**src/rtl/input_conditioner.sv**
```systemverilog
// input_conditioner: synchronizes and debounces one push-button and NUM_SW
// slide switches. A shared prescaler produces a sample tick every TICK_DIV
// clocks. Each channel accepts a new level only after STABLE_TICKS
// consecutive differing samples. It reports a button-press interrupt and a
// one-cycle "any switch changed" pulse.
//
// Optional feature: define INPUT_CONDITIONER_IRQ_HOLD_EN to make btn_irq_o a
// sticky request that is cleared by irq_ack_i. When the macro is undefined,
// btn_irq_o is a one-cycle pulse and irq_ack_i is ignored.
module input_conditioner #(
  parameter int TICK_DIV     = 100000,
  parameter int STABLE_TICKS = 10,
  parameter int NUM_SW       = 16
) (
  input  logic              clk_i,
  input  logic              arst_n_i,
  input  logic              btn_i,
  input  logic [NUM_SW-1:0] sw_i,
  input  logic              irq_ack_i,
  output logic              btn_level_o,
  output logic              btn_irq_o,
  output logic [NUM_SW-1:0] sw_o,
  output logic              sw_changed_o
);

  // Channel 0 is the button; channels 1..NUM_SW are the switches.
  localparam int               NUM_CH     = NUM_SW + 1;
  localparam int               PRE_W      = $clog2(TICK_DIV);
  localparam logic [PRE_W-1:0] PRE_LAST   = PRE_W'(TICK_DIV - 1);
  localparam logic [3:0]       STABLE_CNT = 4'(STABLE_TICKS);

  logic [NUM_CH-1:0]      raw;
  logic [NUM_CH-1:0]      sync_p0;
  logic [NUM_CH-1:0]      sync_p1;
  logic [PRE_W-1:0]       pre_cnt;
  logic                   tick;
  logic [NUM_CH-1:0]      level;
  logic [NUM_CH-1:0]      level_nxt;
  logic [NUM_CH-1:0][3:0] cnt;
  logic [NUM_CH-1:0][3:0] cnt_nxt;
  logic                   btn_rise;
  logic                   sw_toggle;
  logic                   sw_chg_p2;

  // Next value of a stability counter after one more differing sample.
  function automatic logic [3:0] cnt_inc(input logic [3:0] c);
    return c + 4'd1;
  endfunction

  assign raw = {sw_i, btn_i};

  // ---- stage p0/p1: two-flop synchronizer for every raw input ----
  // Bring the asynchronous inputs into the clk_i domain.
  always_ff @(posedge clk_i or negedge arst_n_i) begin
    if (!arst_n_i) begin
      sync_p0 <= '0;
      sync_p1 <= '0;
    end else begin
      sync_p0 <= raw;
      sync_p1 <= sync_p0;
    end
  end

  // Free-running sample prescaler. The tick is the single cycle at its top count.
  assign tick = (pre_cnt == PRE_LAST);

  always_ff @(posedge clk_i or negedge arst_n_i) begin
    if (!arst_n_i) begin
      pre_cnt <= '0;
    end else if (tick) begin
      pre_cnt <= '0;
    end else begin
      pre_cnt <= pre_cnt + PRE_W'(1);
    end
  end

  // Per-channel debounce decision, evaluated only on a sample tick.
  // An equal sample clears the counter, so short glitches never accumulate.
  always_comb begin
    level_nxt = level;
    cnt_nxt   = cnt;
    if (tick) begin
      for (int i = 0; i < NUM_CH; i++) begin
        if (sync_p1[i] == level[i]) begin
          cnt_nxt[i] = 4'd0;
        end else if (cnt_inc(cnt[i]) == STABLE_CNT) begin
          cnt_nxt[i]   = 4'd0;
          level_nxt[i] = ~level[i];
        end else begin
          cnt_nxt[i] = cnt_inc(cnt[i]);
        end
      end
    end
  end

  assign btn_rise  = level_nxt[0] & ~level[0];
  assign sw_toggle = |(level_nxt[NUM_CH-1:1] ^ level[NUM_CH-1:1]);

  // ---- stage p2: debounced levels and stability counters ----
  // Commit the debounce decision and note whether any switch moved.
  always_ff @(posedge clk_i or negedge arst_n_i) begin
    if (!arst_n_i) begin
      level     <= '0;
      cnt       <= '0;
      sw_chg_p2 <= 1'b0;
    end else begin
      level     <= level_nxt;
      cnt       <= cnt_nxt;
      sw_chg_p2 <= sw_toggle;
    end
  end

  // ---- stage p3: change pulse, one cycle after sw_o moves ----
  // One pulse per tick, however many switch bits changed together.
  always_ff @(posedge clk_i or negedge arst_n_i) begin
    if (!arst_n_i) begin
      sw_changed_o <= 1'b0;
    end else begin
      sw_changed_o <= sw_chg_p2;
    end
  end

`ifdef INPUT_CONDITIONER_IRQ_HOLD_EN
  // Sticky press request. A new press wins over a simultaneous ack.
  // Further presses merge into the pending request.
  always_ff @(posedge clk_i or negedge arst_n_i) begin
    if (!arst_n_i) begin
      btn_irq_o <= 1'b0;
    end else if (btn_rise) begin
      btn_irq_o <= 1'b1;
    end else if (irq_ack_i) begin
      btn_irq_o <= 1'b0;
    end
  end
`else
  logic unused_irq_ack;
  assign unused_irq_ack = irq_ack_i;

  // One-cycle press pulse, aligned with the rising debounced level.
  always_ff @(posedge clk_i or negedge arst_n_i) begin
    if (!arst_n_i) begin
      btn_irq_o <= 1'b0;
    end else begin
      btn_irq_o <= btn_rise;
    end
  end
`endif

  assign btn_level_o = level[0];
  assign sw_o        = level[NUM_CH-1:1];

endmodule

```
**config.mk**
```make
export PLATFORM = sky130hd
export DESIGN_NAME = input_conditioner
export DESIGN_NICKNAME = d
export VERILOG_FILES = /design/src/rtl/input_conditioner.sv
export SDC_FILE = /design/constraint.sdc
export NUM_CORES = 1
export LEC_CHECK = 0
export BUFFER_PORTS_ARGS = -buffer_cell sky130_fd_sc_hd__buf_2
export CORE_MARGIN = 10
export CORE_UTILIZATION = 40
export CTS_CLUSTER_DIAMETER = 40
export CTS_CLUSTER_SIZE = 25
export DETAILED_ROUTE_END_ITERATION = 16
export PLACE_DENSITY = 0.65
export SLEW_MARGIN = 30
export SYNTH_ARGS = -nofsm -noshare
export SYNTH_HDL_FRONTEND = slang
export SYNTH_SLANG_ARGS = --single-unit
```
**constraint.sdc**
```tcl
create_clock -name clk_i -period 4.9 [get_ports clk_i]
set_clock_uncertainty 0.1 [all_clocks]
set_input_delay 0.98 -clock clk_i [delete_from_list [all_inputs] [get_ports clk_i]]
set_output_delay 0.98 -clock clk_i [all_outputs]
set_load 0.1 [all_outputs]
```
==> flow_metrics.env, run 1 <==
export IMPL_status="completed"
export IMPL_avgSynthCellArea_um2=10.1
export IMPL_core_area_um2=18600
export IMPL_grt_antenna_before_repair=0
export IMPL_die_height_um=157
export IMPL_synth_top_cell_by_area="dfrtp_1"
export IMPL_final_area_um2=8550
export IMPL_place_inst=1004
export IMPL_cts_max_path_buffers=2
export IMPL_globalplace_congestion=0.821
export IMPL_cp_max_fo=43
export IMPL_die_area_um2=24700
export IMPL_wl_per_cell_um=14.6
export IMPL_numCtsBuffers=17
export IMPL_min_period_over_period_pct=61.8
export IMPL_nFillCells=1776
export IMPL_synth_distinct_cells=52
export IMPL_slew_headroom_pct=43.5
export IMPL_hold_depth=0
export IMPL_ys_ff_latch=139
export IMPL_leakagePower_nw=3.73
export IMPL_ff2ff_setup_slack_ps=1870
export IMPL_drt_pass1_iterations=5
export IMPL_io_pins=39
export IMPL_cp_end_kind="flip-flop"
export IMPL_power_total_mw=2.50
export IMPL_synth_flop_cell="dfrtp_1"
export IMPL_grt_max_degree=94
export IMPL_final_util_pct=46.0
export IMPL_vias=5663
export IMPL_maxSlewViolCount=0
export IMPL_cts_resized_gates=0
export IMPL_vias_per_cell=5.47
export IMPL_postCtsSetupRepairBufs=0
export IMPL_cap_viol_max_count=0
export IMPL_clkSlewWorstSetupHoldPaths_ps=60
export IMPL_synth_top_cells_by_area="dfrtp_1 (46%), ha_1 (5.8%), o21ai_0 (5.1%), xnor2_1 (2.8%), nand3_1 (2.7%)"
export IMPL_synth_top_cell_area_share_pct=46.2
export IMPL_r2r_start="pre_cnt[13]"
export IMPL_post_route_drc_count=0
export IMPL_netlist_instances=745
export IMPL_synthTopCellsByCount="dfrtp_1 (139), o21ai_0 (77), nand2_1 (47)"
export IMPL_synth_fp_nets=800
export IMPL_drt_wl_total_um=15100
export IMPL_ys_seq_area_share_pct=46.2
export IMPL_die_x_um=157
export IMPL_grtUsageTotal_pct=13.0
export IMPL_arrival_ps=3260
export IMPL_rr_endpoint="cnt[45]"
export IMPL_antenna_left=0
export IMPL_num_antenna_cells=0
export IMPL_min_to="sync_p1[5]"
export IMPL_synth_edf_count=0
export IMPL_clk_latency_ps=420
export IMPL_worst_slack_ps=1870
export IMPL_areaGrowthSynthToFinish_pct=13.7
export IMPL_port_buffers=37
export IMPL_yosysWarningCount=0
export IMPL_whs_ps=246
export IMPL_clock_fmax_ghz=0.330
export IMPL_holdCritPathClass="reg -> reg"
export IMPL_cp_start_kind="flip-flop"
export IMPL_num_rows=50
export IMPL_drive_gt1_share_pct=13.6
export IMPL_cts_num_sinks=139
export IMPL_busiest_layer="met2"
export IMPL_vdd_drop_max_mv=0.237
export IMPL_fin_crit_ps=3030
export IMPL_htreeDepth=4
export IMPL_met1_usage_pct=16.8
export IMPL_grt_pass1_vias=5617
export IMPL_syn_area_um2=7520
export IMPL_async_flop_share_pct=100
export IMPL_ctsHoldBuffers=0
export IMPL_drt_iter0_drc=338
export IMPL_overflow=0
export IMPL_placed_cell_area_um2=7960
export IMPL_setup_viol=0
export IMPL_cts_root_buf="clkbuf_16"
export IMPL_worstSetupPathType="reg -> reg"
export IMPL_fin_nets=844
export IMPL_met2_usage_pct=20.8
export IMPL_fin_tns_setup_ps=0
export IMPL_rsz0062_at_grt="false"
export IMPL_r2r_cells=6
export IMPL_min_from="sync_p0[5]"
export IMPL_hold_violations=0
export IMPL_p_per_area_nw_per_um2=292
export IMPL_place_ws_ps=1860
export IMPL_grtUsageMet3_pct=3.11
export IMPL_grt_pass1_wl_um=26500
export IMPL_tightestPinTransition_ps=848
export IMPL_cp_required_ps=5130
export IMPL_start_util_pct=40.5
export IMPL_hpwlAfterDp_um=10100
export IMPL_tritoncts="done"
export IMPL_fin_cells=1036
export IMPL_yosysMostFrequentCell="dfrtp_1"
-- area by class of cell --
type	count	area, um^2	area share, %
Sequential cell	139	3480	40.7
Inverter	21	78.8	0.922
Tap cell	234	293	3.42
Multi-Input combinational cell	568	3870	45.3
Clock inverter	11	119	1.39
Clock buffer	21	470	5.50
Timing Repair Buffer	42	241	2.82
-- layer usage --
layer / share of wire (%) / vias up
met2: 46 / 63
li1: - / 2823
met3: 3.4 / 17
met4: 1.2 / 0
met1: 49 / 2760
met5: 0 / -
-- cells in the final DEF (no fill, tap or decap), types with 4 or more instances in the layout --
cell / instances
nand2b_1: 29
a21bo_2: 5
nand2_1: 47
and2_1: 8
nor4_1: 13
nand3b_1: 6
o21ai_0: 77
ha_1: 35
a32oi_1: 12
buf_4: 4
inv_1: 21
clkinv_2: 4
nand3_1: 41
xor2_1: 20
a21oi_1: 21
and3b_1: 13
o211ai_1: 14
a21o_1: 13
a22o_1: 10
nor3b_1: 5
dfrtp_1: 139
o2111ai_1: 6
and3_1: 7
or4_1: 12
a21boi_0: 24
or3b_2: 10
nor2_1: 38
a31oi_1: 21
mux2_2: 17
buf_2: 36
nor2b_1: 12
clkbuf_16: 17
clkinvlp_4: 4
xnor2_1: 24
-- critical path, cell delays in order, from the launching register on --
cell,delay [ps]
dfrtp_1,420
or4b_4,570
nor4_4,340
nand2_2,530
buf_4,380
or4_1,510
o21ai_0,90
-- where the power goes --
group          internal (mW)  total (mW)  leakage (nW)  switching, mW
Combinational         0.0149      0.0534          1.60         0.0385
Sequential              1.16        1.17          1.85        0.00941
Clock                  0.786        1.27         0.281          0.486
-- kinds of logic (layout without fill, tap and decap cells) --
family                   after synthesis  in the layout  share of synthesized area [%]
flip-flops                           139            139                           46.2
AO/OA/AOI/OAI                        214            214                           18.4
buffers and inverters                 38             95                           2.30
XOR/XNOR                              44             44                           5.12
AND/OR/NAND/NOR                      258            258                           19.5
multiplexers                          17             17                           2.54
adder cells (fa/ha/maj)               35             35                           5.82
-- sequential cells by signal, summed over array words and instances (netlist names) --
signal,flops
cnt,68
sync_p0,17
sw_changed_o,1
pre_cnt,17
sync_p1,17
btn_irq_o,1
sw_chg_p2,1
level,17
-- how the worst max path moves through the flow --
stage	from	to	slack, ps	cells past startpoint
2_1_floorplan	pre_cnt[13]	cnt[13]	2630	6
3_3_place_gp	pre_cnt[13]	level[12]	1900	6
3_5_place_dp	pre_cnt[13]	cnt[45]	1860	6
4_1_cts	pre_cnt[13]	cnt[45]	1850	6
5_1_grt	pre_cnt[13]	level[10]	1730	6
6_report	pre_cnt[13]	cnt[45]	1870	6
Power figures use the tool's default switching activity.
==> run 2, diff against run 1 <==
==> constraint.sdc (replaced) <==
create_clock -name clk_i -period 2.9 [get_ports clk_i]
set_clock_uncertainty 0.1 [all_clocks]
set_input_delay 0.58 -clock clk_i [delete_from_list [all_inputs] [get_ports clk_i]]
set_output_delay 0.58 -clock clk_i [all_outputs]
set_load 0.1 [all_outputs]
==> run 2 against run 1 <==
- non-clock buffer count up 6
- design area rose by 1.3%
- largest cell class unchanged
- combinational power grew 78%
- register-to-register slack lost 1400 ps
- count of clock-buffer cells in the layout shrank 4
- hold slack got worse by 88 ps
- via count decreased by 0.49%
- critical path depth unchanged
- wire length is 2.2% lower
- clock power up 78%
- highest routed layer unchanged
==> flow_metrics.env, run 2 (same netlist as run 1, synthesis figures left out) <==
export IMPL_cpLargestDelayFamily="simple AND/OR/NAND/NOR gates"
export IMPL_numCtsBuffers=17
export IMPL_vias_per_cell=5.41
export IMPL_fin_nets=850
export IMPL_antenna_left=0
export IMPL_areaGrowthSynthToFinish_pct=15.2
export IMPL_path_buf_inv=1
export IMPL_wl_per_cell_um=14.2
export IMPL_die_area_um2=24700
export IMPL_tightestPinTransition_ps=625
export IMPL_layout_common_cells="dfrtp_1 (139), o21ai_0 (77), nand2_1 (47)"
export IMPL_multiInputGateArea_um2=3870
export IMPL_arrival_ps=2680
export IMPL_fin_tns_setup_ps=0
export IMPL_cts_max_path_buffers=2
export IMPL_grtUsageTotal_pct=12.7
export IMPL_regMostFlops="cnt"
export IMPL_start_util_pct=40.5
export IMPL_hold_violations=0
export IMPL_overflow=0
export IMPL_drt_iter0_drc=298
export IMPL_post_route_drc_count=0
export IMPL_crit_path_top_delay_cell="or4b_4"
export IMPL_intPower_mw=3.36
export IMPL_cts_root_buf="clkbuf_16"
export IMPL_htreeDepth=4
export IMPL_p_seq_share_pct=45.7
export IMPL_p_per_area_nw_per_um2=500
export IMPL_globalplace_congestion=0.824
export IMPL_vdd_drop_max_mv=0.386
export IMPL_status="completed"
export IMPL_max_stage_delay_ps=560
export IMPL_die_x_um=157
export IMPL_ctsHoldBuffers=1
export IMPL_leakagePower_nw=3.79
export IMPL_whs_ps=158
export IMPL_drive_gt1_share_pct=14.2
export IMPL_tritoncts="done"
export IMPL_cap_viol_max_count=0
export IMPL_slew_headroom_pct=58.0
export IMPL_grt_pass1_wl_um=26100
export IMPL_die_height_um=157
export IMPL_cp_end_kind="flip-flop"
export IMPL_p_sw_mw=0.968
export IMPL_vias=5635
export IMPL_worstSetupPathType="reg -> reg"
export IMPL_grt_max_degree=56
export IMPL_crit_chain="or4b_4, nor4_4, nand2_2, buf_12, or4_1, o21ai_0"
export IMPL_drt_wl_total_um=14800
export IMPL_hpwlAfterDp_um=10200
export IMPL_rsz0062_at_grt="false"
export IMPL_clkSlewWorstSetupHoldPaths_ps=70
export IMPL_fin_crit_ps=2450
export IMPL_largest_reg_flops=68
export IMPL_cp_start_kind="flip-flop"
export IMPL_nFillCells=1681
export IMPL_io_pins=39
export IMPL_core_area_um2=18600
export IMPL_drt_pass1_iterations=5
export IMPL_cp_required_ps=3130
export IMPL_num_rows=50
export IMPL_clkPwrFrac_pct=52.1
export IMPL_postCtsSetupRepairBufs=0
export IMPL_holdCritPathClass="in -> reg"
export IMPL_sw_frac_of_total_pct=22.4
export IMPL_cts_num_sinks=139
export IMPL_power_share_combinational_pct=2.2
export IMPL_clk_latency_ps=420
export IMPL_setup_viol=0
export IMPL_place_ws_ps=470
export IMPL_cts_resized_gates=0
export IMPL_clock_fmax_ghz=0.409
export IMPL_final_util_pct=46.6
export IMPL_register_area_um2=3480
export IMPL_grt_antenna_before_repair=0
export IMPL_num_antenna_cells=0
export IMPL_min_period_over_period_pct=84.4
export IMPL_final_common_cell="dfrtp_1"
export IMPL_maxSlewViolCount=0
export IMPL_worst_slack_ps=452
export IMPL_cp_max_fo=54
export IMPL_grt_pass1_vias=5435
export IMPL_port_buffers=37
-- run 2: cell count changes in the layout (fill, tap and decap cells not counted), sizes merged --
cell / before / now
clkbuf: 21 / 17
clkinvlp: 4 / 2
bufinv: 2 / 3
dlygate4sd3: 0 / 1
inv: 21 / 26
buf: 42 / 47
-- run 2: routing by layer --
layer	wire [um]	vias up	global-route usage [%]
li1	-	2843	-
met2	6900	87	19.5
met1	7200	2697	17.4
met4	110	0	3.16
met3	598	8	3.55
met5	0	-	0
-- run 2: power by group through the flow --
| stage | combinational, mW | clock (mW) | sequential, mW |
|---|---|---|---|
| finish | 0.0948 | 2.26 | 1.98 |
| detailed placement | 0.0977 | 0 | 2.02 |
| global route | 0.110 | 2.40 | 1.98 |
| CTS | 0.0990 | 2.32 | 1.98 |
| floorplan | 0.0306 | 0 | 2.01 |
| global placement | 0.0980 | 0 | 2.01 |
-- run 2: metrics by stage --
step | instance area [um^2] | instances | total power [mW]
detailed placement | 8040 | 1009 | 2.11
global route | 8660 | 1042 | 4.49
finish | 8660 | 1042 | 4.33
global placement | 8040 | 1009 | 2.11
floorplan | 7520 | 745 | 2.04
CTS | 8660 | 1042 | 4.40
-- run 2: cell type report --
cell class | count | area share (%)
clock buffers | 17 | 4.91
clock inverters | 15 | 2.17
inverters | 21 | 0.910
multi-input cells | 568 | 44.7
flip-flops and latches | 139 | 40.2
well taps | 234 | 3.38
repair buffers | 48 | 3.77
-- run 2: final timing paths --
check	from	endpoint	depth (start not counted)	slack, ps
setup / recovery	pre_cnt[13]	cnt[57]	6	450
hold / removal	sw_i[8]	sync_p0[9]	1	160
setup reg to reg	pre_cnt[13]	cnt[57]	6	450
hold reg to reg	sync_p0[0]	sync_p1[0]	0	240
max in group asynchronous	arst_n_i	cnt[25]	3	1450
min in group asynchronous	arst_n_i	sync_p0[15]	2	530
